<file path="src/rtl/reg_write_arbiter.sv">
// Write controller for a bank of NREG registers: round-robin arbitration between two
// requesters for the shared load path, plus a bank-wide flush that zeroes one register per cycle.
module reg_write_arbiter #(
  parameter int NREG = 4,
  parameter int AW   = 2,
  parameter int W    = 8
) (
  input  logic            clk,
  input  logic            clr,
  input  logic            req0,
  input  logic [AW-1:0]   addr0,
  input  logic [W-1:0]    data0,
  output logic            ack0,
  input  logic            req1,
  input  logic [AW-1:0]   addr1,
  input  logic [W-1:0]    data1,
  output logic            ack1,
  input  logic            flush,
  output logic            busy,
  output logic            flush_done,
  output logic [NREG-1:0] reg_ld,
  output logic [W-1:0]    reg_d
);

  typedef enum logic {IDLE, FLUSH} state_t;

  state_t        state;
  logic          last;
  logic [AW-1:0] count;
  logic          elig0, elig1, grant0, grant1;

  // A requester whose ack is showing is masked so a req still high on that cycle is not granted twice.
  assign elig0  = req0 & ~ack0;
  assign elig1  = req1 & ~ack1;
  assign grant0 = elig0 & (~elig1 | last);
  assign grant1 = elig1 & (~elig0 | ~last);

  function automatic logic [NREG-1:0] onehot(input logic [AW-1:0] idx);
    onehot = {{(NREG-1){1'b0}}, 1'b1} << idx;
  endfunction

  always_ff @(posedge clk) begin
    if (clr) begin
      state      <= IDLE;
      last       <= 1'b1;
      count      <= '0;
      ack0       <= 1'b0;
      ack1       <= 1'b0;
      busy       <= 1'b0;
      flush_done <= 1'b0;
      reg_ld     <= '0;
      reg_d      <= '0;
    end else begin
      ack0       <= 1'b0;
      ack1       <= 1'b0;
      flush_done <= 1'b0;
      reg_d      <= '0;
      case (state)
        IDLE: begin
          if (flush) begin
            // Register 0 is written on the entry edge, so count already points at the next one.
            state  <= FLUSH;
            busy   <= 1'b1;
            reg_ld <= onehot(AW'(0));
            count  <= AW'(1);
          end else begin
            busy   <= 1'b0;
            reg_ld <= '0;
            if (grant0) begin
              ack0   <= 1'b1;
              reg_ld <= onehot(addr0);
              reg_d  <= data0;
            end else if (grant1) begin
              ack1   <= 1'b1;
              reg_ld <= onehot(addr1);
              reg_d  <= data1;
            end
            if (elig0 & elig1) last <= grant1;
          end
        end
        FLUSH: begin
          busy   <= 1'b1;
          reg_ld <= onehot(count);
          count  <= count + 1'b1;
          if (count == AW'(NREG - 1)) begin
            flush_done <= 1'b1;
            state      <= IDLE;
          end
        end
        default: state <= IDLE;
      endcase
    end
  end

endmodule

</file>
<file path="config.mk">
export PLATFORM = sky130hd
export DESIGN_NAME = reg_write_arbiter
export DESIGN_NICKNAME = d
export VERILOG_FILES = /design/src/rtl/reg_write_arbiter.sv
export SDC_FILE = /design/constraint.sdc
export NUM_CORES = 1
export LEC_CHECK = 0
export ABC_AREA = 1
export CELL_PAD_IN_SITES_DETAIL_PLACEMENT = 1
export CELL_PAD_IN_SITES_GLOBAL_PLACEMENT = 2
export CORE_MARGIN = 2
export CORE_UTILIZATION = 22
export CTS_CLUSTER_DIAMETER = 40
export DETAILED_ROUTE_END_ITERATION = 16
export PLACE_DENSITY_LB_ADDON = 0.1
export SETUP_SLACK_MARGIN = 0.02
export SLEW_MARGIN = 5
export SYNTH_ARGS = -nofsm -noshare
export SYNTH_HDL_FRONTEND = slang
export SYNTH_SLANG_ARGS = --single-unit
</file>
<file path="constraint.sdc">
create_clock -name clk -period 1.65 [get_ports clk]
set_input_delay 0.33 -clock clk [delete_from_list [all_inputs] [get_ports clk]]
set_output_delay 0.33 -clock clk [all_outputs]
set_load 0.005 [all_outputs]
</file>
==> impl_summary.md <==
Synth
The fraction of synthesized cell area taken by the top area cell type is 46.7%. Counting every net in the synthesized netlist gives 139. The leading area contributor after synthesis is sky130_fd_sc_hd__dfxtp_1. For this run, the leading register cell type out of synthesis is sky130_fd_sc_hd__dfxtp_1.

The number of distinct standard cells referenced by the synthesized netlist is 20. Averaged over all synthesized cells, the footprint is 7.79 um2. The Yosys warning count is 0.

In this run the cell area of the synthesized design comes to 857 um2. The synthesized design contains 20 register bits. Sequential elements use 46.7% of the synthesized area. Synthesis produced 110 cells.

The number of enable flip-flop cells after synthesis is 0. The async set-or-reset flop fraction in the synthesized netlist is 0%. Ranked by total cell area, the synthesized netlist is headed by sky130_fd_sc_hd__dfxtp_1 47%, sky130_fd_sc_hd__nand2_1 18%, sky130_fd_sc_hd__ha_1 5.8%.

Timing
At the pin with the least slew margin, the transition time is 0.297 ns. The final number of hold-violating endpoints is 0. The clock arrives with 0.00136 ns of skew. After layout, the worst path uses 88.0% of the clock period. Setup repair after global routing left no endpoint under its margin. After layout, the minimum clock period comes to 1.45 ns. The final setup violation count is 0. The count of final max-slew check failures is 0. Final hold analysis gives a worst-case slack of 0.530 ns.

The achievable clock frequency is 689 MHz. Headroom to the max-slew limit came out at 80.2%.

Worst setup path
The number of cells on the worst reg-to-reg path is 6. On the critical path the largest part of the delay comes from buffers and inverters. The maximum fanout along the worst path is 2. The required time of the worst setup path is 1.32 ns. The number of buffers and inverters on the critical path is 1.

The arrival time at the worst endpoint is 1.12 ns. The worst setup path is captured at an output port. For this run, the slowest stage of the critical path takes 0.51 ns.

The worst flop-to-flop path endpoint is reg_ld[3]. The slowest stage cell on the critical path is sky130_fd_sc_hd__clkdlybuf4s50_1. Traced cell by cell, the critical path runs through clkdlybuf4s50_1. The worst reg-to-reg setup slack is 0.50 ns. The type of the worst setup path is reg -> out. The critical path launch point type is a flip-flop. The origin of the critical flop-to-flop path is ack1.

Floorplan
In this run the horizontal extent of the chip is 66.4 um. The count of pins on the block boundary is 41. The number of placement rows is 22. The core region area is 3720 um2.

Once the floorplan was initialized, standard cells occupied 23.1% of the core. The die outline area is 4410 um2. Measured along the y axis, the die boundary spans 66.4 um.

Power
IR analysis of the VDD net gives a maximum drop of 0.266 mV. For this design the ratio of total power to cell area is 737 nW/um2. The static leakage is 0.641 nW.

Clock tree
The root buffer cell chosen for the clock tree is sky130_fd_sc_hd__clkbuf_8. Post-CTS timing repair inserted 0 buffers for setup. Clock tree synthesis found a total of 20 sinks. The clock input transition at the sequential cells of the worst setup and hold paths is 0.07 ns. TritonCTS built the clock tree. The H-tree level count is 1. For the worst-skew pair, the clock arrives at the later sink with an insertion delay of 0.25 ns. The number of hold buffers added after CTS was 0. The number of gates resized after CTS is 0. Clock tree synthesis inserted a total of 3 buffers. Counting along the longest clock path gives a buffer depth of 2.

Min path
The worst hold path belongs to the class reg -> reg. The launch point of the worst hold path is last. The worst hold path passes through 2 cells. For hold timing, the worst endpoint is last.

GRT
Entering global routing, the biggest net connects 11 pins. The wire length of the first global-routing pass is 3900 um. The initial antenna violation count is 0.

The global-route usage over all layers is 11.7%. Summed over all layers, the global routing overflow is 0. The number of global-route vias before repair is 880.

Layout
The number of fillers in the final layout is 450. The library cells used most frequently in the layout, excluding fill and tap cells, are 40 x sky130_fd_sc_hd__nand2_1, 40 x sky130_fd_sc_hd__clkdlybuf4s50_1, 20 x sky130_fd_sc_hd__dfxtp_1. The net total in the final layout is 189. After routing the design area is 1400 um2. The share of final-layout standard cells stronger than drive strength 1 is 10.1%. The area growth from synthesis to layout is 62.9%. The antenna diode count is 0.

Place
Once placement finished, the instance area stood at 1360 um2. The congestion estimate from routability-driven global placement came to 0.745. The half-perimeter wire length of the detailed placement result is 1860 um. The count of buffers inserted at the top-level ports is 40.

Status
The flow ran to the end, and the final reports show no timing, DRC or antenna violations.

Drt
The DRC violation count after routing is 0. The number of DRC violations after detailed-routing iteration 0 is 7. The detailed-router iteration count before antenna repair is 3. The detail route stage leaves a number of antenna-violating nets equal to 0. The total via count in the routed design is 843. In the routed layout, each cell is associated on average with a via count of 4.09. Wires add up to 2210 um. Dividing the detail-routed wire length by the instance count gives 10.7 um.

Run
The max-cap check violation count is 0.
[layer usage]
metal  track usage [%]  part of all wire (%)
met1              13.3                    43
met2              20.8                    49
met3              3.58                   7.6
met4              3.83                  0.59
met5                 0                     0
[cell type report]
class	instances	area (um2)	share of cell area (%)
multi-input combinational	76	404	28.9
inverter	14	52.6	3.76
tap	48	60.1	4.30
timing repair buffer	45	438	31.4
sequential	20	400	28.7
clock buffer	3	41.3	2.96
[worst max-delay path by stage]
stage	start	end	slack (ns)	cells after the start
5_1_grt	req0	reg_ld[3]	0.12	8
6_report	ack1	ack1	0.20	1
2_1_floorplan	req0	reg_ld[3]	0.62	7
3_5_place_dp	req0	reg_ld[3]	-0.01	7
4_1_cts	ack1	ack1	0.18	1
3_3_place_gp	req0	reg_ld[3]	0.03	7
[through the flow]
step / TNS (ns) / total power, W / util (%) / worst slack [ns] / cells
final: 0 / 0.00103 / 37.6 / 0.199 / 206
after global routing: 0 / 0.00110 / 37.6 / 0.117 / 206
after CTS: 0 / 0.00105 / 37.6 / 0.181 / 206
after detailed placement: -0.0105 / 0.000727 / 36.5 / -0.0105 / 203
after global placement: 0 / 0.000723 / 36.5 / 0.0259 / 203
after floorplan: 0 / 0.000600 / - / 0.616 / 110
[where the power goes]
group	switching [W]	total [W]	internal [W]	leakage, nW
Combinational	0.0000796	0.000192	0.000112	0.456
Sequential	0.0000134	0.000519	0.000506	0.164
Clock	0.000156	0.000318	0.000162	0.0216
[kinds of logic (layout without fill, tap and decap cells)]
kind of cell               count (synthesis)  count (layout)  share of synthesized area (%)
and+or+nand+nor                           65              65                           36.9
AOI/OAI and AO/OA                          7               7                           4.38
buffers and inverters                     14              62                           6.13
DFF                                       20              20                           46.7
adders and majority gates                  4               4                           5.84
[synthesized netlist by cell type (2+ instances only)]
| library cell | count |
|---|---|
| sky130_fd_sc_hd__inv_1 | 13 |
| sky130_fd_sc_hd__dfxtp_1 | 20 |
| sky130_fd_sc_hd__nor2_1 | 5 |
| sky130_fd_sc_hd__ha_1 | 4 |
| sky130_fd_sc_hd__a21oi_1 | 4 |
| sky130_fd_sc_hd__o21ai_0 | 2 |
| sky130_fd_sc_hd__nand2_1 | 40 |
| sky130_fd_sc_hd__nor2_4 | 2 |
| sky130_fd_sc_hd__nand3_1 | 9 |
[worst min-delay path: cells and delay by family (launching register included)]
family,cells,cell delay [ns]
AOI/OAI and AO/OA,2,0.15
DFF,1,0.33
[state kept, by name, indices dropped and copies added, names as in the netlist]
register,flops
reg_d,8
ack1,1
ack0,1
flush_done,1
busy,1
state,1
last,1
reg_ld,4
count,2
Note: power is estimated with default switching activity, not from simulation.
